File: src/rtl/imem_loader.sv
// Instruction-memory loader: turns a byte stream (16-bit big-endian word count, then
// big-endian 32-bit words) into word writes from address 0 upward. Holds the CPU while
// loading, pulses done on success and latches error on a bad header or checksum.
// Optional feature macro: IMEM_LOADER_CHECKSUM_EN adds a trailing XOR checksum byte.
module imem_loader #(
    parameter int unsigned ADDR_W = 8
) (
    input  logic              clk,
    input  logic              rst_n,
    input  logic              start,
    input  logic              in_valid,
    input  logic [7:0]        in_data,
    output logic              in_ready,
    output logic              mem_we,
    output logic [ADDR_W-1:0] mem_waddr,
    output logic [31:0]       mem_wdata,
    output logic              cpu_hold,
    output logic              busy,
    output logic              done,
    output logic              error,
    output logic [ADDR_W:0]   words_loaded
);

    localparam int unsigned DEPTH = 2 ** ADDR_W;

    typedef enum logic [2:0] {
        StIdle,
        StHdrHi,
        StHdrLo,
        StData,
        StWrite,
`ifdef IMEM_LOADER_CHECKSUM_EN
        StCsum,
`endif
        StDone,
        StErr
    } state_e;

    // State entered once the last word (or an empty header) has been handled.
`ifdef IMEM_LOADER_CHECKSUM_EN
    localparam state_e StFinish = StCsum;
`else
    localparam state_e StFinish = StDone;
`endif

    state_e            state_q, state_d;
    logic [15:0]       n_q, n_d;
    logic [31:0]       word_q, word_d;
    logic [1:0]        byte_cnt_q, byte_cnt_d;
    logic [ADDR_W-1:0] index_q, index_d;
    logic [ADDR_W:0]   words_q, words_d;
    logic              error_q, error_d;
    logic [ADDR_W-1:0] waddr_q, waddr_d;
    logic [31:0]       wdata_q, wdata_d;
`ifdef IMEM_LOADER_CHECKSUM_EN
    logic [7:0]        csum_q, csum_d;
`endif

    logic [15:0]       n_full;
    logic [ADDR_W:0]   idx_next;

    assign n_full   = {n_q[15:8], in_data};
    assign idx_next = (ADDR_W + 1)'(index_q) + 1'b1;

    // State and datapath registers.
    always_ff @(posedge clk or negedge rst_n) begin
        if (!rst_n) begin
            state_q    <= StIdle;
            n_q        <= '0;
            word_q     <= '0;
            byte_cnt_q <= '0;
            index_q    <= '0;
            words_q    <= '0;
            error_q    <= 1'b0;
            waddr_q    <= '0;
            wdata_q    <= '0;
`ifdef IMEM_LOADER_CHECKSUM_EN
            csum_q     <= '0;
`endif
        end else begin
            state_q    <= state_d;
            n_q        <= n_d;
            word_q     <= word_d;
            byte_cnt_q <= byte_cnt_d;
            index_q    <= index_d;
            words_q    <= words_d;
            error_q    <= error_d;
            waddr_q    <= waddr_d;
            wdata_q    <= wdata_d;
`ifdef IMEM_LOADER_CHECKSUM_EN
            csum_q     <= csum_d;
`endif
        end
    end

    // Next-state, datapath updates and handshake outputs.
    always_comb begin
        state_d    = state_q;
        n_d        = n_q;
        word_d     = word_q;
        byte_cnt_d = byte_cnt_q;
        index_d    = index_q;
        words_d    = words_q;
        error_d    = error_q;
        waddr_d    = waddr_q;
        wdata_d    = wdata_q;
`ifdef IMEM_LOADER_CHECKSUM_EN
        csum_d     = csum_q;
`endif
        in_ready   = 1'b0;
        mem_we     = 1'b0;

        case (state_q)
            StIdle, StErr: begin
                if (start) begin
                    state_d    = StHdrHi;
                    words_d    = '0;
                    error_d    = 1'b0;
                    index_d    = '0;
                    byte_cnt_d = '0;
`ifdef IMEM_LOADER_CHECKSUM_EN
                    csum_d     = '0;
`endif
                end
            end
            StHdrHi: begin
                in_ready = 1'b1;
                if (in_valid) begin
                    n_d[15:8] = in_data;
                    state_d   = StHdrLo;
                end
            end
            StHdrLo: begin
                in_ready = 1'b1;
                if (in_valid) begin
                    n_d[7:0] = in_data;
                    if (n_full == 16'd0) begin
                        state_d = StFinish;
                    end else if (32'(n_full) > DEPTH) begin
                        state_d = StErr;
                        error_d = 1'b1;
                    end else begin
                        state_d = StData;
                    end
                end
            end
            StData: begin
                in_ready = 1'b1;
                if (in_valid) begin
                    word_d     = {word_q[23:0], in_data};
                    byte_cnt_d = byte_cnt_q + 1'b1;
`ifdef IMEM_LOADER_CHECKSUM_EN
                    csum_d     = csum_q ^ in_data;
`endif
                    if (byte_cnt_q == 2'd3) begin
                        // Latch the write port here so it holds after the WRITE cycle.
                        state_d = StWrite;
                        waddr_d = index_q;
                        wdata_d = {word_q[23:0], in_data};
                    end
                end
            end
            StWrite: begin
                mem_we  = 1'b1;
                index_d = index_q + 1'b1;
                words_d = words_q + 1'b1;
                if (32'(idx_next) == 32'(n_q)) begin
                    state_d = StFinish;
                end else begin
                    state_d = StData;
                end
            end
`ifdef IMEM_LOADER_CHECKSUM_EN
            StCsum: begin
                in_ready = 1'b1;
                if (in_valid) begin
                    if (in_data == csum_q) begin
                        state_d = StDone;
                    end else begin
                        state_d = StErr;
                        error_d = 1'b1;
                    end
                end
            end
`endif
            StDone: begin
                state_d = StIdle;
            end
            default: begin
                state_d = StIdle;
            end
        endcase
    end

    // Status outputs decoded from the current state.
    always_comb begin
        cpu_hold = (state_q != StIdle);
        busy     = (state_q == StHdrHi) || (state_q == StHdrLo) ||
                   (state_q == StData) || (state_q == StWrite);
        done     = (state_q == StDone);
    end

    assign error        = error_q;
    assign mem_waddr    = waddr_q;
    assign mem_wdata    = wdata_q;
    assign words_loaded = words_q;

endmodule

File: config.mk
export PLATFORM = sky130hd
export DESIGN_NAME = imem_loader
export DESIGN_NICKNAME = d
export VERILOG_FILES = /design/src/rtl/imem_loader.sv
export SDC_FILE = /design/constraint.sdc
export NUM_CORES = 1
export LEC_CHECK = 0
export CORE_MARGIN = 8
export CORE_UTILIZATION = 54
export DETAILED_ROUTE_END_ITERATION = 10
export GPL_TIMING_DRIVEN = 0
export PLACE_DENSITY = 0.84
export SLEW_MARGIN = 20
export SYNTH_ARGS = -nofsm -noshare
export SYNTH_HDL_FRONTEND = slang
export SYNTH_SLANG_ARGS = --single-unit
File: constraint.sdc
create_clock -name clk -period 2.6 [get_ports clk]
set_input_delay 0.78 -clock clk [delete_from_list [all_inputs] [get_ports clk]]
set_output_delay 0.78 -clock clk [all_outputs]
set_load 0.02 [all_outputs]
## Word level (Yosys, flattened, before mapping)

Cells that the tools add are included.

- Register bits: 103
- Latch bits: 0
- Memory bits (writable): 0
- Bits in read-only memories: 0
- Word-level logic and storage cells: 72
- Memories kept: 0

- Add/subtract/negate cells: 4
- $mul: 0
- Div/mod/pow operators: 0
- $lt $le $gt $ge: 1
- Equal/unequal tests: 15
- Shift operators: 0
- Multiplexer cells: 23
- Bitwise operators: 0
- Reduce and logical (&&, ||, !) cells: 19

Operators with widths:

| kind | number |
|---|---|
| 2-to-1 mux 3 bit | 8 |
| one-hot mux 9 bit (2 select lines) | 1 |
| equality test 9 x 16 -> 1 bit | 1 |
| greater-than comparator 16 x 9 -> 1 bit (second input constant) | 1 |
| zero test 16 bit | 1 |
| one-hot mux 8 bit (2 select lines) | 1 |
| one-hot mux 3 bit (5 select lines) | 1 |
| inequality test 2 bit (second input constant) | 7 |
| AND reduction 5 bit | 2 |
| adder 8 x 1 -> 9 bit (second input constant) | 1 |
| adder 9 x 1 -> 9 bit (second input constant) | 1 |
| equality test 3 bit (second input constant) | 3 |
| 2-to-1 mux 9 bit | 1 |
| adder 8 x 1 -> 8 bit (second input constant) | 1 |
| 2-to-1 mux 8 bit | 1 |
| AND reduction 2 bit | 4 |
| equality test 3 x 2 -> 1 bit (second input constant) | 2 |
| 2-to-1 mux 1 bit | 6 |
| AND reduction 3 bit | 2 |
| nonzero test 2 bit | 3 |
| 2-to-1 mux 2 bit | 2 |
| one-hot mux 2 bit (2 select lines) | 1 |
| equality test 3 x 1 -> 1 bit (second input constant) | 1 |
| zero test 3 bit | 1 |
| 7 further kinds | 9 |

## Depth between registers and ports, before layout

Gate-level depths: netlist of the first run.

- Depth after elaboration: 5
- Gate-level depth with buffers: 8

## Worst setup path before layout of the first run

OpenSTA, ideal clock, no wires.

- Kind: in2reg
- Start point: in in_data[5]
- End point: reg state_q[0]
- Library setup time: 0.065 ns
- Data arrival time: 2.037 ns
- Slack: 0.498 ns
- Stages on the path: 5
- Path through: or4_1 -> o21ai_1 -> nand2_1 -> a2111oi_1 -> a21o_1

- Word-level cells in the longest chain between the ends: 5
- Elaborated cells between the ends (all ways): 6
- Classes of those cells: order compare: 1; mux: 4; reduce/logical: 1

Ends and longest elaborated chain:

| item | RTL line | text |
|---|---|---|
| from (decl) | 12 | `input logic [7:0] in_data,` |
| greater-than comparator 16 x 9 -> 1 bit | 139 | `end else if (32'(n_full) > DEPTH) begin` |
| 2-to-1 mux 3 bit | 139 |  |
| 2-to-1 mux 3 bit * | 137 | `if (n_full == 16'd0) begin` |
| 2-to-1 mux 3 bit * | 135 | `if (in_valid) begin` |
| one-hot mux 3 bit (5 select lines) * | 113 | `case (state_q)` |
| to (signal assigned) | 68 | `state_q <= StIdle;` |
| to (signal assigned) | 81 | `state_q <= state_d;` |
| to (decl) | 46 | `state_e state_q, state_d;` |

Every way passes the cells marked *; elsewhere a longest branch is shown, timed or not. The select of a mux whose other input is x is not followed.
A chain may end at the register's enable or synchronous reset.

## Final worst setup path of the first run

- Start point: reg state_q[1]
- End point: out mem_we

- Word-level cells in the longest chain between the ends: 2

Ends and longest elaborated chain:

| item | RTL line | text |
|---|---|---|
| equality test 3 bit | 113 |  |
| 2-to-1 mux 1 bit | 113 |  |
| to (decl) | 14 | `output logic mem_we,` |

Every way passes these cells.

==> results of run 1 <==
==> layer usage <==
metal	part of all wire	track usage	vias to the layer above
li1	-	-	1413
met1	0.44	0.220	1512
met2	0.49	0.272	70
met3	0.049	0.0360	9
met4	0.015	0.0683	0
met5	0	0	-
==> final cells by class <==
| class | count | area share |
|---|---|---|
| Inverter | 6 | 0.00456 |
| Timing Repair Buffer | 67 | 0.126 |
| Tap cell | 105 | 0.0239 |
| Clock inverter | 7 | 0.0121 |
| Sequential cell | 103 | 0.470 |
| Buffer | 16 | 0.0141 |
| Clock buffer | 9 | 0.0226 |
| Multi-Input combinational cell | 221 | 0.327 |
==> per-stage QoR <==
stage	instances	hold slack (ns)	power, mW	setup TNS [ns]	instance area [sq um]
final	534	0.288	4.97	0	5490
after global routing	534	0.306	5.26	0	5490
after CTS	534	0.295	5.01	0	5480
after detailed placement	521	0.491	4.07	-6.50	5300
after global placement	520	0.470	3.96	-305.16	5270
after floorplan	349	0.467	3.45	0	4480
==> sequential cells by signal (all words and copies together) (netlist names) <==
register and flops:
word_q 24, n_q 16, state_q 3, error 1
byte_cnt_q 2, mem_wdata 32, mem_waddr 8, index_q 8
words_loaded 9
==> critical path, delay by kind of cell, from the launching register on <==
family / cells / cell delay, ns
buffers and inverters: 2 / 0.53
flip-flops: 1 / 0.50
AND/OR/NAND/NOR: 2 / 0.34
==> logic make-up after synthesis <==
| family | after synthesis |
|---|---|
| XOR/XNOR | 12 |
| AO/OA/AOI/OAI | 49 |
| flip-flops | 103 |
| adder cells (fa/ha/maj) | 3 |
| buffers and inverters | 25 |
| AND/OR/NAND/NOR | 77 |
| multiplexers | 80 |
==> placed cells by master (no fill, tap or decap), drive strengths merged, types with 6 or more instances in the layout <==
cell type | netlist | routed
xnor2 | 6 | 6
nand2 | 19 | 19
nor2 | 12 | 12
buf | 5 | 6
nand4 | 6 | 6
inv | 6 | 8
mux2 | 79 | 79
dfrtp | 103 | 103
o21ai | 25 | 25
clkbuf | 14 | 21
clkdlybuf4s50 | 0 | 61
and3 | 7 | 7
nand3 | 11 | 11
xor2 | 6 | 6
==> path summary, 6_finish.rpt <==
check	end	cells after the start	slack, ns
max	mem_we	4	0.07
min	mem_wdata[12]	1	0.29
max reg2reg	state_q[1]	7	0.35
min reg2reg	words_loaded[7]	1	0.51
max in group asynchronous	state_q[2]	2	1.66
min in group clk	words_loaded[7]	1	0.51
==> power groups by stage <==
stage	sequential [mW]	combinational [mW]	clock [mW]
3_5_place_dp	2.41	1.66	0
3_3_place_gp	2.37	1.59	0
5_1_grt	2.47	1.75	1.03
6_report	2.41	1.60	0.960
4_1_cts	2.41	1.62	0.979
2_1_floorplan	2.42	1.03	0
==> metrics.csv, run 1 <==
metric;value;unit
clk_pin_slew_worst_paths;0.11;ns
peakVddDrop;0.438;mV
synth_flop_cell;dfrtp_1;
cts_setup_buffers;0;
hold_viol;0;
cts_tree;yes;
rows;33;
grt_overflow;0;
finalCritPeriodShare;0.971;
synth_nets;364;
pwr-share-comb;0.322;
end_kind;primary output;
ios;67;
track_usage;0.170;
rsz0062_at_grt;no;
setup_violations;0;
max_stage_delay;0.50;ns
place.gp.congestion;0.804;
cts_root_buffer;clkbuf_8;
worstPathMaxFanout;12;
cts_resized;5;
die-area;11500;sq um
vias;3004;
core;8130;sq um
run_status;complete, no violations;
synthDistinctLibCells;49;
worst_pin_slew;1.08;ns
startpoint_type;register;
crit_required;1.82;ns
crit_chain;nor2_2 > nand2_1 > inv_4 > dlygate4sd2_1;
hold_path_class;input port to async pin;
synth_area_leaders;dfrtp_1, mux2_2, o21ai_0;
finalCriticalPeriod;2.53;ns
ys_seq_area_frac;0.575;
routed_via_density;5.63;
syn_area;4480;sq um
area_growth;22.5;%
drc;0;
clkPwrFrac;0.193;
drtIter0Drc;110;
cp.arrival;1.75;ns
clk_latency;0.38;ns
cts_made_buffers;9;
synth_top_family_by_area;multiplexers;
p_sw;1.73;mW
drv_cap;0;
seqCellArea;2580;sq um
grt_pass1_vias;3075;
layout-drive-gt1-share;0.261;
powerDensity;905;nW/um^2
ys_async_sr_fraction;1.00;
synth_largest_area_cell;dfrtp_1;
die_w;107;microns
synth_commonest_cells;dfrtp_1, mux2_2, o21ai_0;
leakagePower;2.50;nW
grt_pass1_wl;15600;microns
diodes;0;
ys_warn_count;0;
slowest_stage;dfrtp_2;
totalWireLength;9470;microns
io_buffers;66;
finClkSkew;0.0126;ns
place_ws;-0.382;ns
multi_input_area;1800;sq um
dieHeight;107;microns
hpwl;6890;microns
switching_share;0.348;
fmax;396;MHz
final.setup.worst_slack;0.0743;ns
synthMuxAreaShare;0.201;
slew_headroom;0.272;
syn_area_per_cell;12.8;sq um
crit_start;state_q[1];
synth-simple-area-share;0.0983;
start_util;0.551;
fill_cells;589;
grt_max_degree;68;
antenna_found_initial;0;
htree_levels;3;
yosys.area_share.adder;0.00838;
syn_inst;349;
rr_startpoint;index_q[0];
critPathKind;register to primary output;
synth_compound_area_frac;0.0692;
nets;439;
ys_ff_latch;103;
drv_slew;0;
wire_per_inst;17.7;microns
synth_edf_count;0;
synth_top_area_frac;0.575;
cts.path.max_buffers;2;
final_util;0.675;
cts.sinks;103;
drtAntennaViolNets;0;
drtPass1Iterations;4;
synth_xor_area_frac;0.0235;
internal-power;3.24;mW
hold_buffers;0;
seq_power_share;0.485;
synth_most_common_cell;dfrtp_1;
(Power assumes the default switching activity.)
==> inputs of run 2 (changes only) <==
--- a/config.mk
+++ b/config.mk
@@ -8,7 +8,6 @@
 export CORE_MARGIN = 8
 export CORE_UTILIZATION = 54
 export DETAILED_ROUTE_END_ITERATION = 10
-export GPL_TIMING_DRIVEN = 0
 export PLACE_DENSITY = 0.84
 export SLEW_MARGIN = 20
 export SYNTH_ARGS = -nofsm -noshare
==> metrics.csv, run 2 (synthesis results as in run 1) <==
metric;value;unit;change
vias;2964;;was 3004
grt_max_degree;57;;was 68
layout_common_cells;dfrtp_1, mux2_2, clkdlybuf4s50_1, o21ai_0, nand2_1;;unchanged
hold_path_class;input port to async pin;;unchanged
totalWireLength;9110;microns;was 9470 microns
cts_root_buffer;clkbuf_8;;unchanged
peakVddDrop;0.421;mV;was 0.438 mV
drv_slew;0;;unchanged
drtAntennaViolNets;0;;unchanged
setup_violations;0;;unchanged
wire_per_inst;17.0;microns;was 17.7 microns
area_growth;24.5;%;was 22.5%
instances_no_fill;536;;was 534
end_kind;primary output;;unchanged
dieHeight;107;microns;unchanged
cts.path.max_buffers;2;;unchanged
largest_reg_flops;32;;unchanged
ios;67;;unchanged
final_util;0.686;;was 0.675
htree_levels;3;;unchanged
crit_start;state_q[2];;was state_q[1]
nets;441;;was 439
stdcell_area;5580;sq um;was 5490 sq um
cts.sinks;103;;unchanged
startpoint_type;register;;unchanged
dpl_cell_area;5360;sq um;was 5300 sq um
die_w;107;microns;unchanged
finalCritPeriodShare;0.963;;was 0.971
worstPathMaxFanout;12;;unchanged
drtPass1Iterations;5;;was 4
diodes;0;;unchanged
core;8130;sq um;unchanged
track_usage;0.166;;was 0.170
start_util;0.551;;unchanged
cts_made_buffers;9;;unchanged
rr_startpoint;index_q[0];;unchanged
rows;33;;unchanged
finalCriticalPeriod;2.50;ns;was 2.53 ns
fmax;399;MHz;was 396 MHz
final_common_cell;dfrtp_1;;unchanged
run_status;complete, no violations;;unchanged
leakagePower;2.56;nW;was 2.50 nW
routed_via_density;5.53;;was 5.63
hpwl;6570;microns;was 6890 microns
layout-drive-gt1-share;0.285;;was 0.261
crit_required;1.82;ns;about the same
antenna_found_initial;0;;unchanged
powerDensity;913;nW/um^2;was 905 nW/um^2
cts_tree;yes;;unchanged
place.gp.congestion;0.831;;was 0.804
finClkSkew;0.0149;ns;was 0.0126 ns
grt_pass1_wl;15400;microns;was 15600 microns
hold_viol;0;;unchanged
drv_cap;0;;unchanged
die-area;11500;sq um;unchanged
drtIter0Drc;119;;was 110
total_power;5.10;mW;was 4.97 mW
placedCellCount;520;;was 521
io_buffers;66;;unchanged
worst_pin_slew;0.528;ns;was 1.08 ns
slew_headroom;0.643;;was 0.272
drc;0;;unchanged
hold_slack;0.278;ns;was 0.288 ns
grt_overflow;0;;unchanged
cp.arrival;1.72;ns;was 1.75 ns
clk_pin_slew_worst_paths;0.11;ns;about the same
grt_pass1_vias;3121;;was 3075
clk_latency;0.36;ns;was 0.38 ns
critPathKind;register to primary output;;unchanged
run 2: worst paths after layout:
kind	endpoint	cells after the start	slack [ns]
max	cpu_hold	2	0.1
min	word_q[17]	1	0.28
max reg2reg	state_q[1]	6	0.51
min reg2reg	words_loaded[8]	1	0.50
max in group asynchronous	mem_waddr[6]	2	1.66
min in group clk	words_loaded[8]	1	0.50
run 2: final cells by class:
type	count	area [sq um]
sequential	103	2580
fill	579	2550
multi-input combinational	221	1800
timing repair buffer	85	840
tap	105	131
clock buffer	9	124
clock inverter	7	87.6
inverter	6	22.5
run 2: power breakdown:
group	switching, mW	total (mW)	internal (mW)
Combinational	0.789	1.67	0.877
Clock	0.572	1.04	0.465
Sequential	0.342	2.39	2.05
run 2: critical path: stages, from the launching register on:
cell and delay, ns:
dfrtp_2 0.50, or3_1 0.33, clkdlybuf4s50_1 0.55
run 2: what timing repair did:
item                       in CTS  in global routing
gates resized for setup         1                  3
setup buffers                   0                  0
hold buffers                    0                  0
gates cloned                    0                  0
setup endpoints to repair       1                  3
run 2: layer usage:
layer | vias to the layer above | track usage | wire length, microns | part of all wire
met2 | 56 | 0.268 | 4520 | 0.50
met5 | - | 0 | 0 | 0
met4 | 0 | 0.0603 | 112 | 0.012
met1 | 1494 | 0.217 | 4130 | 0.45
met3 | 8 | 0.0318 | 351 | 0.039
li1 | 1406 | - | - | -
run 2: metrics by stage:
step                worst slack, ns   TNS, ns
floorplan                     0.498         0
global placement            -0.0395   -0.0395
detailed placement          -0.0785    -0.115
CTS                          0.0177         0
global route               -0.00542  -0.00542
finish                       0.0950         0
==> inputs of run 3 (changes only) <==
--- a/config.mk
+++ b/config.mk
@@ -5,6 +5,8 @@
 export SDC_FILE = /design/constraint.sdc
 export NUM_CORES = 1
 export LEC_CHECK = 0
+export ABC_CLOCK_PERIOD_IN_PS = 2700
+export CAP_MARGIN = 20
 export CORE_MARGIN = 8
 export CORE_UTILIZATION = 54
 export DETAILED_ROUTE_END_ITERATION = 10
==> constraint.sdc (replaced) <==
create_clock -name clk -period 2.7 [get_ports clk]
set_input_delay 0.81 -clock clk [delete_from_list [all_inputs] [get_ports clk]]
set_output_delay 0.81 -clock clk [all_outputs]
set_load 0.02 [all_outputs]
==> metrics.csv, run 3 (synthesis results as in run 1) <==
metric;value;unit;change
run_status;complete, no violations;;unchanged
cts_root_buffer;clkbuf_8;;unchanged
drtAntennaViolNets;0;;unchanged
start_util;0.551;;unchanged
antenna_found_initial;0;;unchanged
clk_pin_slew_worst_paths;0.10;ns;was 0.11 ns
track_usage;0.169;;was 0.166
crit_end;mem_we;;was cpu_hold
vias;2992;;was 2964
hold_viol;0;;unchanged
cts_made_buffers;9;;unchanged
dieHeight;107;microns;unchanged
layout-drive-gt1-share;0.284;;was 0.285
io_buffers;66;;unchanged
core;8130;sq um;unchanged
die_w;107;microns;unchanged
end_kind;primary output;;unchanged
finalCriticalPeriod;2.60;ns;
finalCritPeriodShare;0.963;;
wire_per_inst;17.4;microns;was 17.0 microns
fill_cells;559;;was 579
clk_latency;0.36;ns;about the same
grt_overflow;0;;unchanged
hold_path_class;input port to async pin;;unchanged
rsz0062_at_grt;no;;
fmax;385;MHz;
layout_common_cells;dfrtp_1, mux2_2, clkdlybuf4s50_1, o21ai_0, nand2_1;;unchanged
seqCellArea;2580;sq um;unchanged
hpwl;6740;microns;was 6570 microns
busiest_layer;met2;;unchanged
grt_pass1_vias;3231;;was 3121
worstPathMaxFanout;4;;was 12
startpoint_type;register;;unchanged
cp.arrival;1.79;ns;was 1.72 ns
setup_violations;0;;unchanged
grt_max_degree;47;;was 57
placedCellCount;520;;unchanged
cts_tree;yes;;unchanged
worst_pin_slew;0.556;ns;was 0.528 ns
rrSetupSlack;0.54;ns;was 0.51 ns
drv_cap;0;;unchanged
largest_reg_flops;32;;unchanged
hold_buffers;0;;unchanged
use_met1;0.205;;was 0.217
grtUsageMet3;0.0516;;was 0.0318
critPathKind;register to primary output;;unchanged
leakagePower;2.56;nW;about the same
stdcell_area;5580;sq um;about the same
nets;441;;unchanged
fin_tns_setup;0;ns;unchanged
final.setup.worst_slack;0.0994;ns;was 0.0950 ns
diodes;0;;unchanged
crit_start;state_q[1];;was state_q[2]
final_common_cell;dfrtp_1;;unchanged
finClkSkew;0.0123;ns;was 0.0149 ns
die-area;11500;sq um;unchanged
rr_startpoint;index_q[0];;unchanged
crit_required;1.89;ns;was 1.82 ns
cts.sinks;103;;unchanged
gr-usage-met2;0.280;;was 0.268
drv_slew;0;;unchanged
totalWireLength;9340;microns;was 9110 microns
peakVddDrop;0.421;mV;about the same
multi_input_area;1800;sq um;unchanged
htree_levels;3;;unchanged
place_ws;-0.0755;ns;was -0.0785 ns
instances_no_fill;535;;was 536
grt_pass1_wl;15600;microns;was 15400 microns
drtPass1Iterations;4;;was 5
slew_headroom;0.624;;was 0.643
drtIter0Drc;120;;was 119
routed_via_density;5.59;;was 5.53
area_growth;24.6;%;was 24.5%
ios;67;;unchanged
rr_endpoint;state_q[1];;unchanged
rows;33;;unchanged
r2r_cells;6;;unchanged
drc;0;;unchanged
place.gp.congestion;0.843;;was 0.831
cts.path.max_buffers;2;;unchanged
powerDensity;887;nW/um^2;was 913 nW/um^2
hold_slack;0.393;ns;was 0.278 ns
dpl_cell_area;5360;sq um;unchanged
-- run 3: changes by cell type in the layout (fill, tap and decap cells not counted), sizes merged --
| cell | change |
|---|---|
| dlygate4sd2 | -1 |
| clkdlybuf4s50 | +1 |
| clkinvlp | -1 |
-- run 3: cell type report --
cell class | count | area share
flip-flops and latches | 103 | 0.462
clock inverters | 6 | 0.0164
well taps | 105 | 0.0235
repair buffers | 85 | 0.151
multi-input cells | 221 | 0.322
clock buffers | 9 | 0.0222
inverters | 6 | 0.00403
-- run 3: repair_timing --
action	in CTS	in global routing
setup endpoints to repair	0	3
setup buffers	0	0
gates resized for setup	0	3
endpoints found under the hold margin	0	0
-- run 3: through the flow --
stage           util  total power, mW
2_1_floorplan      -             3.32
3_3_place_gp   0.659             3.86
3_5_place_dp   0.659             3.97
4_1_cts        0.686             4.98
5_1_grt        0.687             5.24
6_report       0.687             4.95
-- run 3: worst min-delay path by stage --
stage | to | slack, ns | depth (start not counted)
after global placement | mem_waddr[5] | 0.47 | 2
after floorplan | byte_cnt_q[0] | 0.47 | 1
after CTS | word_q[10] | 0.39 | 1
final | word_q[9] | 0.39 | 1
after detailed placement | words_loaded[8] | 0.48 | 1
after global routing | word_q[10] | 0.40 | 1
-- run 3: power breakdown --
group          internal (mW)  switching [mW]
Combinational          0.847           0.784
Sequential              1.97           0.336
Clock                  0.452           0.558
-- run 3: worst max-delay path, cell delays in order, from the launching register on --
cell and delay [ns]:
dfrtp_1 0.44, nor2_2 0.17, nand2_1 0.10, inv_1 0.11, clkdlybuf4s50_1 0.61
-- run 3: per-layer routing --
metal  vias up  routed length [microns]
li1       1416                        -
met1      1478                     3890
met2        86                     4700
met3        12                      612
met4         0                      134
met5         -                        0
